`src/rtl/centipede_pkg.sv`:
```
// Shared types and helpers for the Centipede trackball sequencer.
// Holds the per-axis FSM state enum and the saturating add helper.
package centipede_pkg;

    typedef enum logic [1:0] {
        IDLE,
        DIR_SETUP,
        STEPPING
    } axis_state_e;

    // Add a and b, clamping the result to +/-lim.
    function automatic int sat_add(
        input int a,
        input int b,
        input int lim
    );
        int s;
        s = a + b;
        if (s > lim)  return lim;
        if (s < -lim) return -lim;
        return s;
    endfunction

endpackage

```
`src/rtl/trak_axis_seq.sv`:
```
// One trackball axis: saturating accumulator drained as rate-limited steps.
// Ports: clk_i/rst_i (sync, active-high), event_i, delta_i (9-bit signed),
//        flip_i (negate delta), dir_o/qclk_o (axis pins), busy_o (not idle).
module trak_axis_seq
    import centipede_pkg::*;
#(
    parameter int ACC_W    = 12,
    parameter int STEP_DIV = 16
) (
    input  logic       clk_i,
    input  logic       rst_i,
    input  logic       event_i,
    input  logic [8:0] delta_i,
    input  logic       flip_i,
    output logic       dir_o,
    output logic       qclk_o,
    output logic       busy_o
);

    localparam int DIV_W   = $clog2(STEP_DIV);
    localparam int ACC_MAX = 2 ** (ACC_W - 1) - 1;
    localparam logic [DIV_W-1:0] DIV_RELOAD = DIV_W'(STEP_DIV - 1);

    axis_state_e              state_q;
    logic signed [ACC_W-1:0]  acc_q;
    logic [DIV_W-1:0]         div_q;
    logic                     dir_q;
    logic                     qclk_q;

    logic signed [8:0] d9;
    logic              acc_nz;
    logic              want;
    logic              step;
    int                dval;
    int                sval;
    int                acc_d;

    assign d9     = signed'(delta_i);
    assign acc_nz = (acc_q != '0);
    assign want   = ~acc_q[ACC_W-1];

    // A step only happens in the current direction; IDLE steps at once,
    // the other states wait for the divider to expire.
    assign step = acc_nz && (want == dir_q)
               && ((state_q == IDLE) || (div_q == '0));

    always_comb begin
        dval = 0;
        sval = 0;
        if (event_i) dval = flip_i ? -int'(d9) : int'(d9);
        if (step)    sval = dir_q ? 1 : -1;
        // Packet and step share one saturating add so nothing is dropped.
        acc_d = sat_add(int'(acc_q), dval - sval, ACC_MAX);
    end

    always_ff @(posedge clk_i) begin
        if (rst_i) begin
            state_q <= IDLE;
            acc_q   <= '0;
            div_q   <= '0;
            dir_q   <= 1'b0;
            qclk_q  <= 1'b0;
        end else begin
            acc_q <= acc_d[ACC_W-1:0];
            if (step) begin
                qclk_q  <= ~qclk_q;
                div_q   <= DIV_RELOAD;
                state_q <= STEPPING;
            end else begin
                unique case (state_q)
                    IDLE: begin
                        if (acc_nz) begin
                            dir_q   <= want;
                            div_q   <= DIV_RELOAD;
                            state_q <= DIR_SETUP;
                        end
                    end
                    DIR_SETUP, STEPPING: begin
                        if (div_q != '0) begin
                            div_q <= div_q - 1'b1;
                        end else if (!acc_nz) begin
                            state_q <= IDLE;
                        end else begin
                            // Reversal: hold off a full setup interval.
                            dir_q   <= want;
                            div_q   <= DIV_RELOAD;
                            state_q <= DIR_SETUP;
                        end
                    end
                    default: state_q <= IDLE;
                endcase
            end
        end
    end

    assign dir_o  = dir_q;
    assign qclk_o = qclk_q;
    assign busy_o = acc_nz | (state_q != IDLE);

endmodule

```
`src/rtl/trakball_quad_ctrl.sv`:
```
// PS/2 mouse packets to the Centipede 4-bit trackball bus.
// Ports: clk_sys, reset (sync, active-high), ps2_mouse (hps_io bus),
//        flip (negate deltas), trak_o {dir_x,clk_x,dir_y,clk_y}, busy_o.
module trakball_quad_ctrl
    import centipede_pkg::*;
#(
    parameter int ACC_W    = 12,
    parameter int STEP_DIV = 16
) (
    input  logic        clk_sys,
    input  logic        reset,
    input  logic [24:0] ps2_mouse,
    input  logic        flip,
    output logic [3:0]  trak_o,
    output logic        busy_o
);

    logic       old_t_q;
    logic       busy_q;
    logic       evt;
    logic [8:0] dx;
    logic [8:0] dy;
    logic       dir_x, clk_x, bsy_x;
    logic       dir_y, clk_y, bsy_y;
    logic       unused_bits;

    assign evt = ps2_mouse[24] ^ old_t_q;
    assign dx  = {ps2_mouse[4], ps2_mouse[15:8]};
    assign dy  = {ps2_mouse[5], ps2_mouse[23:16]};

    assign unused_bits = ^{ps2_mouse[7:6], ps2_mouse[3:0]};

    // old_t tracks the toggle during reset so release causes no event.
    always_ff @(posedge clk_sys) begin
        if (reset) begin
            old_t_q <= ps2_mouse[24];
            busy_q  <= 1'b0;
        end else begin
            old_t_q <= ps2_mouse[24];
            busy_q  <= bsy_x | bsy_y;
        end
    end

    trak_axis_seq #(
        .ACC_W    (ACC_W),
        .STEP_DIV (STEP_DIV)
    ) u_x (
        .clk_i   (clk_sys),
        .rst_i   (reset),
        .event_i (evt),
        .delta_i (dx),
        .flip_i  (flip),
        .dir_o   (dir_x),
        .qclk_o  (clk_x),
        .busy_o  (bsy_x)
    );

    trak_axis_seq #(
        .ACC_W    (ACC_W),
        .STEP_DIV (STEP_DIV)
    ) u_y (
        .clk_i   (clk_sys),
        .rst_i   (reset),
        .event_i (evt),
        .delta_i (dy),
        .flip_i  (flip),
        .dir_o   (dir_y),
        .qclk_o  (clk_y),
        .busy_o  (bsy_y)
    );

    assign trak_o = {dir_x, clk_x, dir_y, clk_y};
    assign busy_o = busy_q;

endmodule

```
`config.mk`:
```
export PLATFORM = sky130hd
export DESIGN_NAME = trakball_quad_ctrl
export DESIGN_NICKNAME = d
export VERILOG_FILES = /design/src/rtl/centipede_pkg.sv /design/src/rtl/trak_axis_seq.sv /design/src/rtl/trakball_quad_ctrl.sv
export SDC_FILE = /design/constraint.sdc
export NUM_CORES = 1
export LEC_CHECK = 0
export CAP_MARGIN = 10
export CORE_UTILIZATION = 55
export CTS_BUF_LIST = sky130_fd_sc_hd__clkbuf_4
export DETAILED_ROUTE_END_ITERATION = 8
export GPL_ROUTABILITY_DRIVEN = 0
export MAX_ROUTING_LAYER = met4
export PLACE_DENSITY = 0.7
export SYNTH_ARGS = -nofsm -noshare
export SYNTH_HDL_FRONTEND = slang
export SYNTH_SLANG_ARGS = --single-unit
```
`constraint.sdc`:
```
create_clock -name clk_sys -period 12.4 [get_ports clk_sys]
set_input_delay 1.86 -clock clk_sys [delete_from_list [all_inputs] [get_ports clk_sys]]
set_output_delay 1.86 -clock clk_sys [all_outputs]
set_load 0.02 [all_outputs]
```
==> metrics.md <==
| Metric | Value |
|---|---|
| Status | `finished clean` |
| Fmax | `125.6 MHz` |
| Area Growth Syn to Fin | `4.428%` |
| GRT Total Usage | `28.42%` |
| Area leader, netlist | `fa_1` |
| Final Slew Violations | `0` |
| Die area | `0.01596 mm2` |
| CTS root buffer | `clkbuf_4` |
| DP HPWL | `17610 um` |
| Initial Utilization | `56.15%` |
| CP Launch Type | `input port` |
| Syn avg cell area | `7.294 um2` |
| Clock tree from TritonCTS | `yes` |
| H-tree depth | `2` |
| Period utilisation layout | `64.19%` |
| Cells after synthesis | `1166` |
| IO buf count | `26` |
| DR vias | `8157` |
| Clock Latency Late Sink | `0.39 ns` |
| Top FF cell, synth | `dfxtp_1` |
| EDFF count, synth | `0` |
| First drt pass iteration count | `5` |
| Setup bufs post-CTS | `0` |
| Post-route ant nets | `0` |
| Total CTS buffers | `5` |
| Crit path time final | `7.960 ns` |
| Row Count | `45` |
| Initial antenna violation count | `0` |
| Mapped Area | `0.008504 mm2` |
| # hold bufs at CTS | `0` |
| Final setup fails | `0` |
| GRT overflow | `0` |
| Pin count of the biggest net entering global routing | `35` |
| Worst-path clk slew | `0.15 ns` |
| Register area share after synthesis | `9.887%` |
| Yosys top cell area share | `12.24%` |
| Critical path class | `input port to flip-flop` |
| Nets | `1316` |
| Detailed Route Iter0 Violations | `667` |
| Post-synthesis register bit count | `42` |
| Worst Tran Pin Value | `1.005 ns` |
| Vias in the first global route | `7426` |
| DR vias/cell | `6.065` |
| Hold Vio Cnt, Final | `0` |
| FF-to-FF setup slack | `6.43 ns` |
| Post-CTS resize count | `0` |
| Worst EP required | `12.63 ns` |
| Top post-synthesis cells by area | `fa_1, ha_1, dfxtp_1` |
| Setup_tns | `0 ns` |
| Clock Path Buffers | `2` |
| Critical Path AT | `8.19 ns` |
| Fraction of registers with async set/reset | `0%` |
| Crit end category | `flip-flop` |
| RSZ-0062 raised after global routing | `no` |
| Global-route wire length before repair | `36170 um` |
| Core area | `0.01515 mm2` |
| Slew margin rel. | `33.02%` |
| Inserted Diodes | `0` |
| I/O Pins | `33` |
| Net count after synthesis | `1326` |
| Synth cell types | `85` |
| Clk sinks | `42` |
| Share of layout cells above drive strength 1 | `3.976%` |
| CP max FO | `14` |
| DRC Markers | `0` |
| Die Ht | `126.4 um` |
| Clock skew | `0.02578 ns` |
| Routed Wire Length | `21670 um` |
| Max-cap viol count | `0` |
| Chip width | `126.4 um` |
| Hold Crit Class | `flip-flop to flip-flop` |
| Wire per inst | `16.11 um` |
| Yosys warnings | `0` |
==> flip-flops by register name (all words and copies together), names as in the netlist <==
| name | count |
|---|---|
| busy_o | 1 |
| old_t_q | 1 |
| u_x.acc_q | 12 |
| u_x.dir_o | 1 |
| u_x.div_q | 4 |
| u_x.qclk_o | 1 |
| u_x.state_q | 2 |
| u_y.acc_q | 12 |
| u_y.dir_o | 1 |
| u_y.div_q | 4 |
| u_y.qclk_o | 1 |
| u_y.state_q | 2 |
==> placed cells by master (no fill, tap or decap), types with 18 or more instances in the layout <==
cell type	synthesis	routed
a21o_1	18	18
xnor2_1	25	25
clkdlybuf4s50_1	0	26
fa_1	52	52
nor4_1	20	20
nand2_1	122	122
o21ai_0	78	78
inv_1	148	148
xor2_1	30	30
nor2_1	70	69
dfxtp_1	42	42
ha_1	80	80
nand3_1	28	28
a21oi_1	103	103
o21a_1	18	18
nor3_1	23	23
o211ai_1	22	22
==> logic make-up after synthesis <==
group	after synthesis	share of synthesized area (%)
XOR/XNOR	56	5.929
buffers and inverters	198	9.313
AND/OR/NAND/NOR	373	21.94
adder cells (fa/ha/maj)	132	24.01
flip-flops	42	9.887
AO/OA/AOI/OAI	357	27.97
multiplexers	8	0.9563
==> routing by layer <==
layer | global-route usage, % | vias to the layer above | wire, um
met3 | 1.940 | 30 | 688
li1 | - | 4144 | -
met5 | - | - | 0
met1 | 37.76 | 3828 | 10190
met2 | 47.97 | 155 | 10420
met4 | 5.315 | 0 | 369
==> worst paths after layout <==
check	cells after the start	from	end
setup reg to reg	18	u_y.acc_q[11]$_SDFF_PP0_	u_y.acc_q[9]$_SDFF_PP0_
hold reg to reg	2	u_x.state_q[0]$_SDFFE_PP0P_	u_x.state_q[0]$_SDFFE_PP0P_
setup / recovery	21	ps2_mouse[18]	u_y.acc_q[9]$_SDFF_PP0_
hold / removal	2	u_x.state_q[0]$_SDFFE_PP0P_	u_x.state_q[0]$_SDFFE_PP0P_
==> synthesized netlist by cell type (all sizes together) (9+ instances only) <==
master / count
nand4: 16
xor2: 30
a31oi: 11
nor3b: 9
xnor2: 25
a21oi: 107
and3: 16
nor3: 25
inv: 149
nor2: 70
nand2b: 12
and4: 9
clkbuf: 30
o21ai: 84
nand2: 123
buf: 19
a211oi: 15
o21a: 18
dfxtp: 42
nor4: 20
nand3: 28
or3: 16
o211ai: 23
a21o: 18
ha: 80
fa: 52
==> area by class of cell <==
| cell class | instances | area, um2 |
|---|---|---|
| well taps | 188 | 235.2 |
| inverters | 149 | 559.3 |
| repair buffers | 32 | 305.3 |
| clock inverters | 3 | 23.77 |
| flip-flops and latches | 42 | 840.8 |
| multi-input cells | 926 | 6879 |
| fillers | 1470 | 6265 |
| clock buffers | 5 | 37.54 |
==> metrics by stage <==
| stage | hold WS, ns | utilization [%] | area [um2] | setup WS, ns | std cells |
|---|---|---|---|---|---|
| final | 0.4959 | 58.64 | 8881 | 4.440 | 1345 |
| after global routing | 0.5603 | 58.64 | 8881 | 4.010 | 1345 |
| after global placement | 0.4767 | 58.23 | 8820 | 4.143 | 1337 |
| after CTS | 0.5010 | 58.64 | 8881 | 4.503 | 1345 |
| after floorplan | 0.4572 | - | 8504 | 5.696 | 1166 |
| after detailed placement | 0.4837 | 58.23 | 8820 | 4.120 | 1337 |
==> worst max-delay path, cell delays in order <==
cell and delay, ns:
clkdlybuf4s50_1 0.49, nor4_1 0.40, inv_1 0.11, nor3_1 0.63, nand4_1 0.19, ha_1 0.30, nand2_1 0.08, nand2_1 0.07
fa_1 0.53, inv_1 0.04, ha_1 0.49, a21oi_1 0.42, o21ai_0 0.25, a21oi_1 0.41, nor2_1 0.09, a2111oi_1 0.64
a2111oi_4 0.08, nor4_1 0.32, and3_1 0.28, or3b_1 0.37, a21oi_1 0.13
Power is not shown: default switching activity piles up to over one toggle a cycle in this logic, so the estimate is an artifact.
